## src/rtl/ble_pdu_deframer.sv

```systemverilog
// BLE PDU deframer: bit sampling, LSB-first byte assembly, header parse and CRC-24 check.
// Define BLE_DEFRAMER_ERR_CNT_EN to add the saturating err_count output.
module ble_pdu_deframer #(
  parameter int unsigned BIT_PERIOD    = 50,
  parameter int unsigned SAMPLE_OFFSET = 1,
  parameter int unsigned MAX_LEN       = 37,
  parameter logic [23:0] CRC_INIT      = 24'h555555
) (
  input  logic        clock,
  input  logic        reset,
  input  logic        trigger,
  input  logic        bit_in,
  output logic [7:0]  byte_out,
  output logic        byte_valid,
  output logic [7:0]  byte_index,
  output logic        hdr_valid,
  output logic [3:0]  pdu_type,
  output logic [7:0]  pdu_len,
  output logic        pkt_done,
  output logic        crc_ok,
  output logic        len_err,
`ifdef BLE_DEFRAMER_ERR_CNT_EN
  output logic [15:0] err_count,
`endif
  output logic        pkt_abort
);

  localparam int unsigned PHASE_W = (BIT_PERIOD > 1) ? $clog2(BIT_PERIOD) : 1;
  localparam logic [23:0] CRC_POLY = 24'h00065B;

  typedef enum logic [2:0] {
    S_IDLE,
    S_HEADER,
    S_PAYLOAD,
    S_CRC,
    S_WAIT
  } state_e;

  state_e              state_q, state_d;
  logic [PHASE_W-1:0]  phase_q, phase_d;
  logic [6:0]          sreg_q, sreg_d;
  logic [10:0]         bit_cnt_q, bit_cnt_d;
  logic [23:0]         crc_q, crc_d;
  logic [22:0]         rx_crc_q, rx_crc_d;
  logic [7:0]          byte_out_q, byte_out_d;
  logic                byte_valid_q, byte_valid_d;
  logic [7:0]          byte_index_q, byte_index_d;
  logic                hdr_valid_q, hdr_valid_d;
  logic [3:0]          pdu_type_q, pdu_type_d;
  logic [7:0]          pdu_len_q, pdu_len_d;
  logic                pkt_done_q, pkt_done_d;
  logic                crc_ok_q, crc_ok_d;
  logic                len_err_q, len_err_d;
  logic                pkt_abort_q, pkt_abort_d;

  logic                sample;
  logic [7:0]          byte_nxt;
  logic                byte_end;
  logic                hdr_end;
  logic                pay_end;
  logic                crc_end;
  logic                len_bad;

  function automatic logic [23:0] crc_next(input logic [23:0] c, input logic b);
    logic fb;
    fb = c[23] ^ b;
    return {c[22:0], 1'b0} ^ (fb ? CRC_POLY : 24'h000000);
  endfunction

  assign sample   = trigger && (phase_q == PHASE_W'(SAMPLE_OFFSET));
  assign byte_nxt = {bit_in, sreg_q};
  assign byte_end = (bit_cnt_q[2:0] == 3'd7);
  assign hdr_end  = (state_q == S_HEADER) && (bit_cnt_q == 11'd15);
  assign pay_end  = ((bit_cnt_q + 11'd1) == {pdu_len_q, 3'b000});
  assign crc_end  = (bit_cnt_q == 11'd23);
  assign len_bad  = (byte_nxt > 8'(MAX_LEN));

  // State register
  always_ff @(posedge clock) begin
    // NOTE: sequential state uses non-blocking assignments so every flop updates from pre-edge values.
    if (!reset) begin
      state_q <= S_IDLE;
    end else begin
      state_q <= state_d;
    end
  end

  // Next-state logic
  always_comb begin
    // NOTE: each combinational output is defaulted first so no latch is inferred on unlisted paths.
    state_d = state_q;
    case (state_q)
      S_IDLE: begin
        if (sample) state_d = S_HEADER;
      end
      S_HEADER: begin
        if (!trigger) begin
          state_d = S_IDLE;
        end else if (sample && hdr_end) begin
          if (len_bad)               state_d = S_WAIT;
          else if (byte_nxt == 8'd0) state_d = S_CRC;
          else                       state_d = S_PAYLOAD;
        end
      end
      S_PAYLOAD: begin
        if (!trigger)               state_d = S_IDLE;
        else if (sample && pay_end) state_d = S_CRC;
      end
      S_CRC: begin
        if (!trigger)               state_d = S_IDLE;
        else if (sample && crc_end) state_d = S_WAIT;
      end
      S_WAIT: begin
        if (!trigger) state_d = S_IDLE;
      end
      default: state_d = S_IDLE;
    endcase
  end

  // Datapath and output logic
  always_comb begin
    phase_d      = (!trigger || (phase_q == PHASE_W'(BIT_PERIOD - 1))) ? '0 : phase_q + PHASE_W'(1);
    sreg_d       = sreg_q;
    bit_cnt_d    = bit_cnt_q;
    crc_d        = crc_q;
    rx_crc_d     = rx_crc_q;
    byte_out_d   = byte_out_q;
    byte_valid_d = 1'b0;
    byte_index_d = byte_index_q;
    hdr_valid_d  = 1'b0;
    pdu_type_d   = pdu_type_q;
    pdu_len_d    = pdu_len_q;
    pkt_done_d   = 1'b0;
    crc_ok_d     = crc_ok_q;
    len_err_d    = len_err_q;
    pkt_abort_d  = 1'b0;

    case (state_q)
      S_IDLE: begin
        // The sample that starts a packet is also the first header bit.
        if (sample) begin
          sreg_d       = byte_nxt[7:1];
          bit_cnt_d    = 11'd1;
          crc_d        = crc_next(CRC_INIT, bit_in);
          crc_ok_d     = 1'b0;
          len_err_d    = 1'b0;
          byte_index_d = 8'd0;
        end
      end
      S_HEADER, S_PAYLOAD: begin
        if (!trigger) begin
          pkt_abort_d = 1'b1;
        end else if (sample) begin
          sreg_d    = byte_nxt[7:1];
          crc_d     = crc_next(crc_q, bit_in);
          bit_cnt_d = bit_cnt_q + 11'd1;
          if (byte_end) begin
            byte_out_d   = byte_nxt;
            byte_valid_d = 1'b1;
            byte_index_d = (state_q == S_HEADER) ? {7'd0, bit_cnt_q[3]}
                                                 : 8'd2 + bit_cnt_q[10:3];
          end
          if (hdr_end) begin
            // byte_out_q still holds header byte0 on the edge that completes byte1.
            hdr_valid_d = 1'b1;
            pdu_type_d  = byte_out_q[3:0];
            pdu_len_d   = byte_nxt;
            bit_cnt_d   = 11'd0;
            if (len_bad) begin
              pkt_done_d = 1'b1;
              len_err_d  = 1'b1;
              crc_ok_d   = 1'b0;
            end
          end
          if ((state_q == S_PAYLOAD) && pay_end) bit_cnt_d = 11'd0;
        end
      end
      S_CRC: begin
        if (!trigger) begin
          pkt_abort_d = 1'b1;
        end else if (sample) begin
          rx_crc_d  = {rx_crc_q[21:0], bit_in};
          bit_cnt_d = bit_cnt_q + 11'd1;
          if (crc_end) begin
            // rx_crc_q holds the first 23 CRC bits; the 24th comes straight from bit_in.
            pkt_done_d = 1'b1;
            crc_ok_d   = ({rx_crc_q, bit_in} == crc_q);
            bit_cnt_d  = 11'd0;
          end
        end
      end
      default: ;
    endcase
  end

  always_ff @(posedge clock) begin
    if (!reset) begin
      phase_q      <= '0;
      sreg_q       <= '0;
      bit_cnt_q    <= '0;
      crc_q        <= CRC_INIT;
      rx_crc_q     <= '0;
      byte_out_q   <= '0;
      byte_valid_q <= 1'b0;
      byte_index_q <= '0;
      hdr_valid_q  <= 1'b0;
      pdu_type_q   <= '0;
      pdu_len_q    <= '0;
      pkt_done_q   <= 1'b0;
      crc_ok_q     <= 1'b0;
      len_err_q    <= 1'b0;
      pkt_abort_q  <= 1'b0;
    end else begin
      phase_q      <= phase_d;
      sreg_q       <= sreg_d;
      bit_cnt_q    <= bit_cnt_d;
      crc_q        <= crc_d;
      rx_crc_q     <= rx_crc_d;
      byte_out_q   <= byte_out_d;
      byte_valid_q <= byte_valid_d;
      byte_index_q <= byte_index_d;
      hdr_valid_q  <= hdr_valid_d;
      pdu_type_q   <= pdu_type_d;
      pdu_len_q    <= pdu_len_d;
      pkt_done_q   <= pkt_done_d;
      crc_ok_q     <= crc_ok_d;
      len_err_q    <= len_err_d;
      pkt_abort_q  <= pkt_abort_d;
    end
  end

`ifdef BLE_DEFRAMER_ERR_CNT_EN
  logic [15:0] err_cnt_q, err_cnt_d;

  always_comb begin
    err_cnt_d = err_cnt_q;
    if (pkt_done_d && (!crc_ok_d || len_err_d) && (err_cnt_q != 16'hFFFF)) begin
      err_cnt_d = err_cnt_q + 16'd1;
    end
  end

  always_ff @(posedge clock) begin
    if (!reset) begin
      err_cnt_q <= '0;
    end else begin
      err_cnt_q <= err_cnt_d;
    end
  end

  assign err_count = err_cnt_q;
`endif

  assign byte_out   = byte_out_q;
  assign byte_valid = byte_valid_q;
  assign byte_index = byte_index_q;
  assign hdr_valid  = hdr_valid_q;
  assign pdu_type   = pdu_type_q;
  assign pdu_len    = pdu_len_q;
  assign pkt_done   = pkt_done_q;
  assign crc_ok     = crc_ok_q;
  assign len_err    = len_err_q;
  assign pkt_abort  = pkt_abort_q;

endmodule

```

## config.mk

```make
export PLATFORM = sky130hd
export DESIGN_NAME = ble_pdu_deframer
export DESIGN_NICKNAME = d
export VERILOG_FILES = /design/src/rtl/ble_pdu_deframer.sv
export SDC_FILE = /design/constraint.sdc
export NUM_CORES = 1
export LEC_CHECK = 0
export CORE_AREA = 2 2 105 107
export CTS_CLUSTER_SIZE = 24
export DETAILED_ROUTE_END_ITERATION = 10
export DIE_AREA = 0 0 107 109
export PLACE_DENSITY = 0.69
export SYNTH_ARGS = -nofsm -noshare
export SYNTH_HDL_FRONTEND = slang
export SYNTH_SLANG_ARGS = --single-unit
export TNS_END_PERCENT = 20
```

## constraint.sdc

```tcl
create_clock -name clock -period 3.05 [get_ports clock]
set_input_delay 0.61 -clock clock [delete_from_list [all_inputs] [get_ports clock]]
set_output_delay 0.61 -clock clock [all_outputs]
set_load 0.05 [all_outputs]
```

### Word-level counts from Yosys, hierarchy flattened

Cells that the tools add are included.
Widths: inputs -> output; s select.

| cells by class | value |
|---|---|
| multiply operators | 0 |
| reductions and logical operators | 27 |
| bitwise logic cells | 4 |
| order comparisons | 1 |
| shifts and indexed selects | 0 |
| divide/modulo/power cells | 0 |
| add/subtract/negate cells | 3 |
| equal/unequal tests | 24 |
| multiplexer cells | 60 |

Operators with widths:

| cell | number |
|---|---|
| $mux 11 | 10 |
| $mux 24 | 3 |
| $pmux 24 s2 | 1 |
| $mux 8 | 5 |
| $pmux 11 s3 | 1 |
| $mux 3 | 9 |
| $eq 24x24->1 | 1 |
| $xor 24x11->24 | 1 |
| $mux 1 | 23 |
| $ne 2x2->1 const B | 10 |
| $pmux 8 s2 | 1 |
| $reduce_and 4->1 | 4 |
| $pmux 3 s5 | 1 |
| $mux 7 | 2 |
| $pmux 7 s2 | 1 |
| $not 5->12 | 1 |
| $reduce_and 6->1 | 2 |
| $add 11x1->11 const B | 1 |
| $eq 11x11->1 | 1 |
| $eq 11x4->1 const B | 1 |
| $eq 11x5->1 const B | 1 |
| $reduce_and 5->1 | 2 |
| $reduce_and 9->1 | 1 |
| $add 2x8->8 const A | 1 |
| other kinds (24) | 35 |

| storage, ports and cells | value |
|---|---|
| bits in writable memories | 0 |
| bits of input ports | 4 |
| memory bits (read-only) | 0 |
| memories kept | 0 |
| output and inout port bits | 34 |
| latch bits | 0 |
| register bits after elaboration | 108 |

### Longest topological paths before layout

| depth | value |
|---|---|
| word-level depth | 7 |
| mapped depth | 11 |
| gate-level depth less buffers | 9 |

### Worst setup path before layout

Ideal clock, no wire load.

| timing | value |
|---|---|
| path type | input to register |
| start | input port trigger |
| end | register crc_q[22] |
| arrival time | 2,102 ps |
| library setup time | 122 ps |
| slack | 826 ps |
| stages on the path | 7 |
| required time | 2,928 ps |
| path through | clkbuf_1 nand3_1 nor2_1 buf_2 o21ai_1 clkbuf_1 a221o_1 |

| between the ends | value |
|---|---|
| word-level cells in the longest chain between the ends | 3 |
| elaborated cells on any way between the ends | 5 |
| classes of those cells | 3 x eq/ne; 2 x reduce/logical |

RTL lines:

| what | line | source |
|---|---|---|
| start, declared | 11 | `input logic trigger,` |
| $logic_and 1x1->1 | 70 | `assign sample = trigger && (phase_q == PHASE_W'(SAMPLE_OFFSET));` |
| $ne 2x2->1 (no source line) | n/a |  |
| $reduce_and 4->1 (no source line) (*) | n/a |  |
| end signal, assigned | 217 | `crc_q <= crc_d;` |
| end, declared | 43 | `logic [23:0] crc_q, crc_d;` |

Mark *: on every way between the ends. The rest lies on a longest branch, timed or not.
A chain may end at the register's enable or synchronous reset.

### Worst setup path in the final report

| timing | value |
|---|---|
| start | register bit_cnt_q[0] |
| end | register pkt_done_q (netlist: pkt_done) |

| between the ends | value |
|---|---|
| word-level cells in the longest chain between the ends | 6 |
| elaborated cells on any way between the ends | 10 |
| classes of those cells | 2 x eq/ne; 7 x mux; 1 x reduce/logical |

RTL lines:

| what | line | source |
|---|---|---|
| start, declared | 42 | `logic [10:0] bit_cnt_q, bit_cnt_d;` |
| start signal, assigned | 216 | `bit_cnt_q <= bit_cnt_d;` |
| $eq 11x4->1 | 73 | `assign hdr_end = (state_q == S_HEADER) && (bit_cnt_q == 11'd15);` |
| $logic_and 1x1->1 | 73 |  |
| $mux 1 | 163 | `if (hdr_end) begin` |
| $mux 1 | 153 | `end else if (sample) begin` |
| $mux 1 | 151 | `if (!trigger) begin` |
| $pmux 1 s2 (*) | 138 | `case (state_q)` |
| end signal, assigned | 225 | `pkt_done_q <= pkt_done_d;` |
| end, declared | 51 | `logic pkt_done_q, pkt_done_d;` |

Marks and branches as above.

==> qor.yml <==
min_period_ns: 2.91
period_share: 0.953
grt_max_degree: 40
drv_slew: 0
dieHeight_um: 109
async_reset_ff_frac: 0
routed-via-count: 4444
p_int_mw: 2.07
ctsResizeCount: 0
p_switching_uw: 612
crit_chain: "ha_1, and3_1, nand2_1, nor4_1, nand2_1, a2111oi_0, buf_4"
synth_nets: 627
post_cts.repair.setup_buffers: 0
switching_share: 0.229
comb_power_share: 0.060
synth-seq-area-share: 0.420
clk_latency_ns: 0.37
cts_root_buffer: "clkbuf_8"
synth_compound_area_frac: 0.180
postSynthAreaPerCell_um2: 8.35
ys_ff_latch: 108
track_usage: 0.223
worstPathRequired_ns: 3.37
r2r_start: "bit_cnt_q[0]"
worstSetupPathType: "register to register"
cts_buffers: 9
h-tree-depth: 3
r2r-end: "pkt_done"
first_pass_iters: 4
area_delta_synth_final_pct: 14.0
synth_edf_count: 0
totalWireLength_um: 12400
cts_tree: "yes"
ant_nets: 0
ys_warn_count: 0
rr_worst_depth: 7
fin_cells: 782
dp_slack_ns: 0.272
hold_viol: 0
setup_viol: 0
dp_hpwl_um: 8740
grt_pass1_vias: 4175
io_buffer_count: 37
crit_path_start_kind: "register"
cts.sinks: 108
core_um2: 10600
rows: 38
drt-vias-per-instance: 5.68
p_seq_frac: 0.544
n_antenna_cell: 0
overflow: 0
cp-endpoint: "pkt_done"
ir_worst_vdd_v: 0.000262
arrival_ns: 3.22
ioPinCount: 38
grt_pass1_wl_um: 20600
clockBufferDepth: 2
hp-class: "register to register"
synth_top_area_share: 0.420
synth_fa_ha_area_frac: 0.0170
clock_skew_ns: 0.00856
crit_fanout: 10
cpPeakStageDelay_ns: 0.80
rsz0062_at_grt: "no"
place.gp.congestion: 0.884
wl_per_cell_um: 15.9
worst_pin_slew_ns: 0.874
cts_hold_buf: 0
fin_nets: 648
synthTopCellsByArea: "dfxtp_1 (42%), nand2_1 (8.2%), xnor2_1 (5.4%)"
synth-simple-area-share: 0.227
fin_setup_tns_ns: 0
clock_power_share: 0.396
synthTopCellsByCount: "nand2_1 (112), dfxtp_1 (108), nor2_1 (50)"
reg2reg_slack_ns: 0.14
worstSetupEndpointType: "register"
synth_top_family_by_area: "simple AND/OR/NAND/NOR gates"
fp.dieArea_um2: 11700
setup_slack_ns: 0.145
fmax_mhz: 344
yosysMostFrequentCell: "nand2_1"
leakagePower_nw: 2.02
die-width_um: 107
syn-cell-area_um2: 5140
status: "complete, no violations"
placed_cells: 766
initial_core_util: 0.485
initialDrtViolationCount: 224
drive_gt1_frac: 0.0763
max_cap_viol_count: 0
relSlewSlack: 0.402
syn_inst: 616
antenna_found_initial: 0
clkTransAtPathRegs_ns: 0.10
total_power_mw: 2.68
whs_ns: 0.466
synth_flop_cell: "dfxtp_1"
cpMaxStageDelayCell: "a2111oi_0"
synth_mux_area_frac: 0.0234
cp_common_cell: "nand2_1"
drc: 0
crit_path_start: "bit_cnt_q[0]"
powerDensity_nw_per_um2: 457
yosys.area.top_type: "dfxtp_1"
ys_types: 56
synth_xor_area_frac: 0.0868
worst min path at each step:
stage,from,end,slack (ns),depth (start not counted)
CTS,byte_out[4],byte_out[4],0.47,2
global placement,byte_index[0],byte_index[0],0.44,2
global route,byte_out[5],byte_out[5],0.48,2
finish,byte_out[4],byte_out[4],0.47,2
floorplan,phase_q[0],phase_q[0],0.43,1
detailed placement,byte_out[4],byte_out[4],0.46,2
cell usage in the layout, fill, tap and decap left out, types with 4 or more instances in the layout:
cell type and instances:
a221o_1 8, inv_1 9, dfxtp_1 108, o211ai_1 6
clkbuf_8 10, a21oi_1 44, and3_1 6, o21ai_0 13
nor3_1 15, clkdlybuf4s50_1 37, nor2_1 50, nor2b_1 6
nand3_1 29, xor2_1 19, nand4_1 8, a31oi_1 6
buf_4 16, xnor2_1 32, or3_1 4, nor4_1 7
a21boi_0 24, nand2_1 112, o221a_2 10, ha_1 7
mux2i_1 12
logic make-up (layout without fill, tap and decap cells):
logic type	Yosys count	count (layout)
AOI/OAI and AO/OA	132	132
adders and majority gates	7	7
xor gates and xnor gates	51	51
buffers and inverters	52	78
and+or+nand+nor	254	254
muxes	12	12
DFF	108	108
final cells by class:
cell class | count | area, µm²
Clock buffer | 11 | 141
Clock inverter | 5 | 108
Fill cell | 1001 | 4740
Inverter | 9 | 33.8
Multi-Input combinational cell | 456 | 2750
Sequential cell | 108 | 2160
Tap cell | 140 | 175
Timing Repair Buffer | 53 | 490
state kept, by name (all words and copies together) (netlist names), 3 cells and up:
signal and count:
sreg_q 7, rx_crc_q 23, pdu_type 4, state_q 3
crc_q 24, phase_q 6, bit_cnt_q 11, byte_out 8
byte_index 8, pdu_len 8
power groups by stage:
stage | clock network [mW] | registers, mW | logic, mW
3_5_place_dp | 0 | 1.49 | 0.159
6_report | 1.06 | 1.46 | 0.161
3_3_place_gp | 0 | 1.49 | 0.158
2_1_floorplan | 0 | 1.48 | 0.125
5_1_grt | 1.13 | 1.46 | 0.177
4_1_cts | 1.08 | 1.46 | 0.160
per-layer routing:
| metal | vias to the layer above | track usage | wire [µm] |
|---|---|---|---|
| li1 | 2186 | - | - |
| met1 | 2125 | 0.295 | 5730 |
| met2 | 117 | 0.370 | 5940 |
| met3 | 16 | 0.0365 | 566 |
| met4 | 0 | 0.0788 | 197 |
| met5 | - | 0 | 0 |
metrics by stage:
step / instance area, µm² / utilization
2_1_floorplan: 5140 / -
3_3_place_gp: 5610 / 0.529
3_5_place_dp: 5610 / 0.529
4_1_cts: 5860 / 0.553
5_1_grt: 5860 / 0.553
6_report: 5860 / 0.553
worst max-delay path: cells and delay by family (launching register included):
kind | cells | cell delay, ns
AOI/OAI and AO/OA | 1 | 0.80
DFF | 1 | 0.42
buffers and inverters | 1 | 0.22
adders and majority gates | 1 | 0.29
and+or+nand+nor | 4 | 1.12
Note: power is estimated with default switching activity, not from simulation.
